**config.mk**
```make
export PLATFORM = sky130hd
export DESIGN_NAME = control_reloj
export DESIGN_NICKNAME = d
export VERILOG_FILES = /design/src/rtl/reloj_pkg.sv /design/src/rtl/antirrebote.sv /design/src/rtl/control_reloj.sv
export SDC_FILE = /design/constraint.sdc
export NUM_CORES = 1
export LEC_CHECK = 0
export ABC_AREA = 1
export CORE_ASPECT_RATIO = 1.4
export CORE_UTILIZATION = 40
export CTS_CLUSTER_SIZE = 10
export DETAILED_ROUTE_END_ITERATION = 7
export PLACE_DENSITY_LB_ADDON = 0.25
export SYNTH_ARGS = -nofsm -noshare
export SYNTH_HDL_FRONTEND = slang
export SYNTH_SLANG_ARGS = --single-unit
```
**constraint.sdc**
```tcl
create_clock -name clk -period 1.9 [get_ports clk]
set_input_delay 0.57 -clock clk [delete_from_list [all_inputs] [get_ports clk]]
set_output_delay 0.57 -clock clk [all_outputs]
set_load 0.02 [all_outputs]
```
**src/rtl/reloj_pkg.sv**
```systemverilog
// reloj_pkg: shared types and constants for the digital clock controller.
//   estado_t      : mode FSM encoding (RUN=0, SET_HH=1, SET_MM=2)
//   W_*           : widths of the hours/minutes/seconds fields
//   MAX_*         : wrap value of each field
//   inc_wrap      : increment with wrap to zero at a given maximum
package reloj_pkg;

  localparam int W_HORAS    = 5;
  localparam int W_MINUTOS  = 6;
  localparam int W_SEGUNDOS = 6;

  localparam logic [W_HORAS-1:0]    MAX_HORAS    = 5'd23;
  localparam logic [W_MINUTOS-1:0]  MAX_MINUTOS  = 6'd59;
  localparam logic [W_SEGUNDOS-1:0] MAX_SEGUNDOS = 6'd59;

  typedef enum logic [1:0] {
    RUN    = 2'd0,
    SET_HH = 2'd1,
    SET_MM = 2'd2
  } estado_t;

  // Minutes and seconds share a width, so one helper serves both.
  function automatic logic [5:0] inc_wrap(input logic [5:0] val, input logic [5:0] max);
    return (val == max) ? 6'd0 : val + 6'd1;
  endfunction

endpackage

```
**src/rtl/antirrebote.sv**
```systemverilog
// antirrebote: button conditioner.
//   Raw asynchronous button -> 2-flop synchronizer -> debouncer -> one-cycle
//   pulse on each accepted rising level. A held button gives one pulse only.
// Ports:
//   i_clk    : system clock
//   i_rst_n  : asynchronous active-low reset
//   i_btn    : raw button level, active-high, asynchronous
//   o_pulse  : registered one-clk-wide pulse per accepted press
// Parameters:
//   DEBOUNCE_CYCLES : consecutive stable samples before a new level is accepted
module antirrebote #(
  parameter int DEBOUNCE_CYCLES = 16
) (
  input  logic i_clk,
  input  logic i_rst_n,
  input  logic i_btn,
  output logic o_pulse
);

  localparam int CW = $clog2(DEBOUNCE_CYCLES + 1);

  logic          r_sync1;
  logic          r_sync2;
  logic          r_estable;
  logic [CW-1:0] r_cnt;
  logic          r_pulse;

  always_ff @(posedge i_clk or negedge i_rst_n) begin
    if (!i_rst_n) begin
      r_sync1   <= 1'b0;
      r_sync2   <= 1'b0;
      r_estable <= 1'b0;
      r_cnt     <= '0;
      r_pulse   <= 1'b0;
    end else begin
      r_sync1 <= i_btn;
      r_sync2 <= r_sync1;
      r_pulse <= 1'b0;
      if (r_sync2 != r_estable) begin
        // The synchronized level must differ from the accepted level for
        // DEBOUNCE_CYCLES consecutive samples; the pulse fires on the sample
        // that accepts a new high level.
        if (r_cnt == CW'(DEBOUNCE_CYCLES - 1)) begin
          r_estable <= r_sync2;
          r_cnt     <= '0;
          r_pulse   <= r_sync2;
        end else begin
          r_cnt <= r_cnt + 1'b1;
        end
      end else begin
        // Any sample agreeing with the accepted level restarts the count.
        r_cnt <= '0;
      end
    end
  end

  assign o_pulse = r_pulse;

endmodule

```
**src/rtl/control_reloj.sv**
```systemverilog
// control_reloj: time-keeping and time-setting controller of the digital clock.
//   Counts hh:mm:ss on the 1 Hz tick, and runs the RUN -> SET_HH -> SET_MM
//   mode FSM driven by two conditioned push-buttons.
// Ports:
//   clk       : system clock
//   reset     : asynchronous active-low reset
//   tick_1hz  : one-clk pulse per second
//   btn_mode  : raw mode button (active-high, asynchronous)
//   btn_inc   : raw increment button (active-high, asynchronous)
//   hours     : 0..23
//   minutes   : 0..59
//   seconds   : 0..59
//   mode      : FSM state (RUN=0, SET_HH=1, SET_MM=2); doubles as state debug
//   blank_hh  : hours field blanked (blink)
//   blank_mm  : minutes field blanked (blink)
// Configuration:
//   CONTROL_RELOJ_BLINK_EN : when defined, builds the blink-phase flop that
//   drives blank_hh/blank_mm in the set states; otherwise both are tied to 0.
module control_reloj
  import reloj_pkg::*;
#(
  parameter int DEBOUNCE_CYCLES = 16
) (
  input  logic                  clk,
  input  logic                  reset,
  input  logic                  tick_1hz,
  input  logic                  btn_mode,
  input  logic                  btn_inc,
  output logic [W_HORAS-1:0]    hours,
  output logic [W_MINUTOS-1:0]  minutes,
  output logic [W_SEGUNDOS-1:0] seconds,
  output logic [1:0]            mode,
  output logic                  blank_hh,
  output logic                  blank_mm
);

  logic w_p_mode;
  logic w_p_inc;

  estado_t                 r_estado;
  logic [W_HORAS-1:0]      r_horas;
  logic [W_MINUTOS-1:0]    r_minutos;
  logic [W_SEGUNDOS-1:0]   r_segundos;

  antirrebote #(.DEBOUNCE_CYCLES(DEBOUNCE_CYCLES)) u_ar_mode (
    .i_clk   (clk),
    .i_rst_n (reset),
    .i_btn   (btn_mode),
    .o_pulse (w_p_mode)
  );

  antirrebote #(.DEBOUNCE_CYCLES(DEBOUNCE_CYCLES)) u_ar_inc (
    .i_clk   (clk),
    .i_rst_n (reset),
    .i_btn   (btn_inc),
    .o_pulse (w_p_inc)
  );

  // Mode FSM and time registers. A mode pulse always takes priority over an
  // inc pulse in the same cycle, so the inc is simply dropped.
  always_ff @(posedge clk or negedge reset) begin
    if (!reset) begin
      r_estado   <= RUN;
      r_horas    <= '0;
      r_minutos  <= '0;
      r_segundos <= '0;
    end else begin
      case (r_estado)
        RUN: begin
          // A tick coinciding with a mode pulse is still applied; the
          // seconds clear happens on the first SET_HH cycle.
          if (tick_1hz) begin
            if (r_segundos == MAX_SEGUNDOS) begin
              r_segundos <= '0;
              if (r_minutos == MAX_MINUTOS) begin
                r_minutos <= '0;
                r_horas   <= (r_horas == MAX_HORAS) ? '0 : r_horas + 1'b1;
              end else begin
                r_minutos <= r_minutos + 1'b1;
              end
            end else begin
              r_segundos <= r_segundos + 1'b1;
            end
          end
          if (w_p_mode) r_estado <= SET_HH;
        end
        SET_HH: begin
          r_segundos <= '0;
          if (w_p_mode) begin
            r_estado <= SET_MM;
          end else if (w_p_inc) begin
            r_horas <= (r_horas == MAX_HORAS) ? '0 : r_horas + 1'b1;
          end
        end
        SET_MM: begin
          if (w_p_mode) begin
            r_estado <= RUN;
          end else if (w_p_inc) begin
            r_minutos <= inc_wrap(r_minutos, MAX_MINUTOS);
          end
        end
        default: r_estado <= RUN;
      endcase
    end
  end

  assign hours   = r_horas;
  assign minutes = r_minutos;
  assign seconds = r_segundos;
  assign mode    = r_estado;

`ifdef CONTROL_RELOJ_BLINK_EN
  logic r_fase;
  logic r_blank_hh;
  logic r_blank_mm;

  // The blank outputs are registered copies of (state & next phase), so they
  // track the phase flop without a combinational output path.
  always_ff @(posedge clk or negedge reset) begin
    if (!reset) begin
      r_fase     <= 1'b0;
      r_blank_hh <= 1'b0;
      r_blank_mm <= 1'b0;
    end else if (w_p_mode) begin
      // Every state change restarts the phase so the field shows at once.
      r_fase     <= 1'b0;
      r_blank_hh <= 1'b0;
      r_blank_mm <= 1'b0;
    end else if (tick_1hz) begin
      r_fase     <= ~r_fase;
      r_blank_hh <= (r_estado == SET_HH) & ~r_fase;
      r_blank_mm <= (r_estado == SET_MM) & ~r_fase;
    end else begin
      r_blank_hh <= (r_estado == SET_HH) & r_fase;
      r_blank_mm <= (r_estado == SET_MM) & r_fase;
    end
  end

  assign blank_hh = r_blank_hh;
  assign blank_mm = r_blank_mm;
`else
  assign blank_hh = 1'b0;
  assign blank_mm = 1'b0;
`endif

endmodule

```
==> results.py, run 1 <==
metrics = {
    "run_status": {
        "status": "finished clean",
    },
    "yosys": {
        "syn_inst": 212,
        "yosys-top-cells-area": "dfrtp_1, nand2_1, nor2_1, nand3_1, inv_1",
        "synth-seq-cells": 37,
        "synth.largest_area_cell": "dfrtp_1",
        "synth_cell_type_count": 30,
        "synthArstFlopShare": 1.00,
        "syn-cell-area_um2": 1850,
        "avgSynthCellArea_um2": 8.75,
        "ys.flop_type": "dfrtp_1",
        "seq_area_frac_synth": 0.499,
        "synth_top_area_frac": 0.499,
        "ys_warn_count": 0,
        "synth_edf_count": 0,
    },
    "die": {
        "dieHeight_um": 82.6,
        "row_count": 28,
        "io_pins": 26,
        "die-area_um2": 4920,
        "core_area_um2": 4340,
        "die_x_um": 59.5,
        "start_util": 0.427,
    },
    "clock_tree": {
        "clk_pin_slew_worst_paths_ns": 0.07,
        "cts_tree": "built",
        "hold_buffers": 0,
        "cts_sinks": 37,
        "root_buffer": "clkbuf_8",
        "cts_made_buffers": 5,
        "clk_latency_ns": 0.28,
        "cts_max_level": 2,
        "ctsLongestPathBuffers": 2,
    },
    "global_routing": {
        "grtUsageTotal": 0.152,
        "antenna_found_initial": 0,
        "grt_pass1_vias": 1272,
        "grt.overflow.total": 0,
        "grt_pass1_wl_um": 5570,
        "grt_max_degree": 23,
    },
    "pwr": {
        "p_per_area_nw_per_um2": 941,
        "total_power_mw": 2.20,
        "ir_drop_mv": 0.430,
        "power.leakage_nw": 1.26,
    },
    "layout": {
        "layout_commonest_cell": "nand2_1",
        "antenna_cells": 0,
        "final_cell_area_um2": 2340,
        "nets": 258,
        "syn_to_final_growth_pct": 26.1,
        "stdcell_count": 309,
        "mostFrequentLayoutCells": "nand2_1, dfrtp_1, nor2_1",
        "finalCoreUtilization": 0.538,
        "layout-drive-gt1-share": 0.149,
    },
    "worst_setup_path": {
        "cpPeakStageDelay_ns": 0.62,
        "startpoint_type": "register",
        "timing.rr.end": "hours[0]$_DFFE_PN0P_",
        "cp.depth": 1,
        "crit_family": "buffers and inverters",
        "cp_max_fo": 3,
        "cp-endpoint": "hours[0]",
        "crit_buf_inv": 1,
        "critPathRequiredTime_ns": 1.33,
        "crit_chain": "clkdlybuf4s50_1",
        "cp_slowest_cell": "clkdlybuf4s50_1",
        "path_class": "register to output port",
        "r2r_slack_ns": 0.46,
        "reg2reg_from": "minutes[1]$_DFFE_PN0P_",
        "end_kind": "output port",
        "reg2reg_depth": 8,
        "critPathLaunch": "hours[0]$_DFFE_PN0P_",
        "crit_arrival_ns": 1.28,
    },
    "sta": {
        "hold_viol_final": 0,
        "fin_setup_tns_ns": 0,
        "fin_worst_skew_ns": 0.00615,
        "timing.fmax_mhz": 541,
        "post-route-period-util": 0.972,
        "finalSetupViolCount": 0,
        "setup_slack_ns": 0.0523,
        "slew_viol_final": 0,
        "holdWs_ns": 0.203,
        "fin_crit_ns": 1.85,
        "rsz0062_at_grt": "false",
    },
    "detailed_routing": {
        "drt-met1-wl_um": 1430,
        "dr.pass1.iters": 4,
        "top_layer": "met4",
        "ant_nets": 0,
        "drt_iter0_drc": 49,
        "wl_um": 3220,
        "drt-wirelength-per-cell_um": 10.4,
        "vias": 1420,
        "drc_errors": 0,
        "met3WireLength_um": 94,
        "route.met2.wl_um": 1640,
        "vias_per_cell": 4.60,
    },
    "placed_design": {
        "dp_cells": 301,
        "pre_cts_ws_ns": 0.0624,
        "port_buffers": 23,
        "dpl.hpwl_um": 2460,
        "placed_cell_area_um2": 2210,
        "gp_congestion": 0.760,
    },
    "flow_run": {
        "maxCapViolCount": 0,
    },
    "hold_path": {
        "worstHoldPathType": "input port to async pin",
    },
}
==> routing by layer <==
metal	global-route usage	vias to the layer above
met5	0	-
met1	0.181	666
met4	0.0558	0
met2	0.258	18
met3	0.0421	7
li1	-	729
==> registers in the layout (all words and copies together) (netlist names) <==
signal / flops
hours: 5
minutes: 6
mode: 2
seconds: 6
u_ar_inc.o_pulse: 1
u_ar_inc.r_cnt: 5
u_ar_inc.r_estable: 1
u_ar_inc.r_sync1: 1
u_ar_inc.r_sync2: 1
u_ar_mode.o_pulse: 1
u_ar_mode.r_cnt: 5
u_ar_mode.r_estable: 1
u_ar_mode.r_sync1: 1
u_ar_mode.r_sync2: 1
==> cells in the mapped netlist, types with 2 or more instances <==
library cell   n
nand2_4        2
inv_2          2
dfrtp_1       37
ha_1           5
nand2_2        5
xor2_1         7
inv_1         19
nor2_4         3
xnor2_1        3
nand2_1       60
nand3_1       15
o21ai_0        5
buf_4          2
o21bai_4       2
nor2_1        27
or2_2          2
nor3_1         3
==> worst min-delay path by stage <==
stage,from,to,slack (ns)
global placement,u_ar_inc.r_sync1$_DFF_PN0_,u_ar_inc.r_sync2$_DFF_PN0_,0.34
detailed placement,u_ar_inc.r_sync1$_DFF_PN0_,u_ar_inc.r_sync2$_DFF_PN0_,0.34
finish,reset,seconds[3]$_DFFE_PN0P_,0.20
floorplan,reset,hours[0]$_DFFE_PN0P_,0.27
global route,reset,minutes[2]$_DFFE_PN0P_,0.23
CTS,reset,seconds[3]$_DFFE_PN0P_,0.21
==> cells by family after synthesis <==
| kind of cell | count (synthesis) | synth area share |
|---|---|---|
| AND/OR/NAND/NOR | 123 | 0.310 |
| XOR/XNOR | 10 | 0.0472 |
| other | 1 | 0.00202 |
| AO/OA/AOI/OAI | 12 | 0.0526 |
| buffers and inverters | 24 | 0.0553 |
| adder cells (fa/ha/maj) | 5 | 0.0337 |
| flip-flops | 37 | 0.499 |
==> timing repair <==
| item | in CTS | in global routing |
|---|---|---|
| buffers inserted | 0 | 0 |
| hold endpoints to repair | 0 | 0 |
| setup endpoints to repair | 9 | 3 |
| resized for setup | 9 | 3 |
==> final cells by class <==
cell class | count | area, µm²
flip-flops and latches | 37 | 926
clock inverters | 3 | 65.1
repair buffers | 30 | 287
multi-input cells | 152 | 830
clock buffers | 5 | 68.8
well taps | 60 | 75.1
fillers | 446 | 2010
inverters | 22 | 87.6
==> power breakdown <==
part | leakage [nW] | total, mW | switching [mW] | internal [mW]
Clock | 0.0681 | 0.801 | 0.279 | 0.521
Combinational | 0.700 | 0.439 | 0.249 | 0.191
Sequential | 0.488 | 0.961 | 0.0901 | 0.871
Total | 1.26 | 2.20 | 0.618 | 1.58
Note: power is estimated with default switching activity, not from simulation.
==> run 2, diff against run 1 <==
--- a/config.mk
+++ b/config.mk
@@ -10,7 +10,7 @@
 export CORE_UTILIZATION = 40
 export CTS_CLUSTER_SIZE = 10
 export DETAILED_ROUTE_END_ITERATION = 7
-export PLACE_DENSITY_LB_ADDON = 0.25
+export PLACE_DENSITY = 0.59
 export SYNTH_ARGS = -nofsm -noshare
 export SYNTH_HDL_FRONTEND = slang
 export SYNTH_SLANG_ARGS = --single-unit
==> run 2 against run 1 <==
  * Non-clock buffer count unchanged
  * Sequential power down 1%
  * Hold slack worse by 0.0066 ns
  * Routed wire length up 2.3%
  * Cell area down 1.1%
  * Maximum frequency about the same
  * Largest power group unchanged
  * Via count down 0.70%
  * Power down 4.3%
==> results.py, run 2 (synthesized netlist as in run 1, its figures left out) <==
metrics = {
    "global_routing": {
        "grtUsageTotal": 0.158,
        "grt_pass1_vias": 1352,
        "grt_max_degree": 22,
        "grt.overflow.total": 0,
        "grt_pass1_wl_um": 5750,
        "antenna_found_initial": 0,
    },
    "clock_tree": {
        "root_buffer": "clkbuf_8",
        "cts_tree": "built",
        "clk_pin_slew_worst_paths_ns": 0.08,
        "cts_sinks": 37,
        "ctsLongestPathBuffers": 2,
        "clk_latency_ns": 0.30,
        "cts_made_buffers": 5,
        "cts_max_level": 2,
    },
    "sta": {
        "fin_crit_ns": 1.85,
        "post-route-period-util": 0.972,
        "timing.fmax_mhz": 541,
        "finalSetupViolCount": 0,
        "fin_setup_tns_ns": 0,
        "fin_worst_skew_ns": 0.0101,
        "hold_viol_final": 0,
        "rsz0062_at_grt": "false",
        "setup_slack_ns": 0.0528,
        "slew_viol_final": 0,
    },
    "die": {
        "io_pins": 26,
        "core_area_um2": 4340,
        "start_util": 0.427,
        "die_x_um": 59.5,
        "row_count": 28,
        "dieHeight_um": 82.6,
        "die-area_um2": 4920,
    },
    "layout": {
        "syn_to_final_growth_pct": 24.7,
        "layout-drive-gt1-share": 0.149,
        "nets": 258,
        "layout_commonest_cell": "nand2_1",
        "antenna_cells": 0,
        "mostFrequentLayoutCells": "nand2_1, dfrtp_1, nor2_1",
    },
    "detailed_routing": {
        "drt_iter0_drc": 84,
        "drc_errors": 0,
        "ant_nets": 0,
        "dr.pass1.iters": 4,
        "wl_um": 3300,
        "vias": 1410,
        "drt-wirelength-per-cell_um": 10.7,
        "vias_per_cell": 4.56,
    },
    "hold_path": {
        "worstHoldPathType": "input port to async pin",
    },
    "run_status": {
        "status": "finished clean",
    },
    "placed_design": {
        "gp_congestion": 0.768,
        "pre_cts_ws_ns": 0.0640,
        "dpl.hpwl_um": 2470,
        "port_buffers": 23,
    },
    "worst_setup_path": {
        "crit_chain": "clkdlybuf4s50_1",
        "crit_family": "buffers and inverters",
        "reg2reg_from": "minutes[0]$_DFFE_PN0P_",
        "crit_buf_inv": 1,
        "path_class": "register to output port",
        "cp_slowest_cell": "clkdlybuf4s50_1",
        "r2r_slack_ns": 0.48,
        "startpoint_type": "register",
        "critPathRequiredTime_ns": 1.33,
        "cp.depth": 1,
        "timing.rr.end": "hours[4]$_DFFE_PN0P_",
        "end_kind": "output port",
        "reg2reg_depth": 8,
        "cpPeakStageDelay_ns": 0.61,
        "cp_max_fo": 2,
        "crit_arrival_ns": 1.28,
    },
    "pwr": {
        "ir_drop_mv": 0.549,
        "p_per_area_nw_per_um2": 911,
        "power.leakage_nw": 1.23,
    },
    "flow_run": {
        "maxCapViolCount": 0,
    },
}
run 2: cell count changes in the layout (fill, tap and decap cells not counted):
cell,before,now
bufinv_16,2,1
clkinv_2,1,0
clkinv_4,1,2
clkinvlp_4,0,1
dlygate4sd2_1,9,11
dlymetal6s2s_1,3,1
run 2: layout make-up:
type | count | area, µm²
Fill cell | 432 | 2030
Sequential cell | 37 | 926
Multi-Input combinational cell | 152 | 830
Timing Repair Buffer | 30 | 279
Inverter | 22 | 87.6
Tap cell | 60 | 75.1
Clock buffer | 5 | 68.8
Clock inverter | 3 | 46.3
run 2: layer usage:
| layer | vias up | global-route usage | wire, µm | share of wire |
|---|---|---|---|---|
| met3 | 5 | 0.0421 | 96 | 0.029 |
| met1 | 654 | 0.183 | 1420 | 0.43 |
| met4 | 0 | 0.0628 | 45 | 0.014 |
| met5 | - | 0 | 0 | 0 |
| met2 | 20 | 0.274 | 1730 | 0.53 |
| li1 | 731 | - | - | - |
run 2: how the worst max path moves through the flow:
stage,endpoint,startpoint
2_1_floorplan,hours[2]$_DFFE_PN0P_,minutes[1]$_DFFE_PN0P_
3_3_place_gp,hours[3]$_DFFE_PN0P_,tick_1hz
3_5_place_dp,hours[4]$_DFFE_PN0P_,tick_1hz
4_1_cts,seconds[4],seconds[4]$_DFFE_PN0P_
5_1_grt,hours[2],hours[2]$_DFFE_PN0P_
6_report,mode[0],mode[0]$_DFFE_PN0P_
run 2: power breakdown:
part	internal (mW)	total, mW	leakage [nW]	switching [mW]
Sequential	0.871	0.950	0.488	0.0797
Combinational	0.205	0.468	0.687	0.263
Clock	0.392	0.687	0.0543	0.295
run 2: per-stage QoR:
step                power (mW)  hold WS (ns)  std cells  cell area [µm²]   util
finish                    2.11         0.197        309             2310  0.532
global route              2.24         0.221        309             2310  0.532
CTS                       2.15         0.205        309             2310  0.532
detailed placement        1.47         0.342        301             2210  0.508
global placement          1.47         0.335        301             2210  0.508
floorplan                 1.25         0.274        213             1860      -
run 2: what timing repair did:
action / 4_1_cts / 5_1_grt
pin swaps: 0 / 0
gates resized for setup: 11 / 1
endpoints found under the hold margin: 0 / 0
buffers inserted: 0 / 0
setup endpoints to repair: 11 / 1
hold buffers: 0 / 0
==> run 3, diff against run 2 <==
--- a/config.mk
+++ b/config.mk
@@ -6,8 +6,10 @@
 export NUM_CORES = 1
 export LEC_CHECK = 0
 export ABC_AREA = 1
+export ABC_CLOCK_PERIOD_IN_PS = 1900
 export CORE_ASPECT_RATIO = 1.4
 export CORE_UTILIZATION = 40
+export CTS_CLUSTER_DIAMETER = 80
 export CTS_CLUSTER_SIZE = 10
 export DETAILED_ROUTE_END_ITERATION = 7
 export PLACE_DENSITY = 0.59
==> results of run 3 <==
The final DEF is identical to that of run 2; final timing and power are the same.
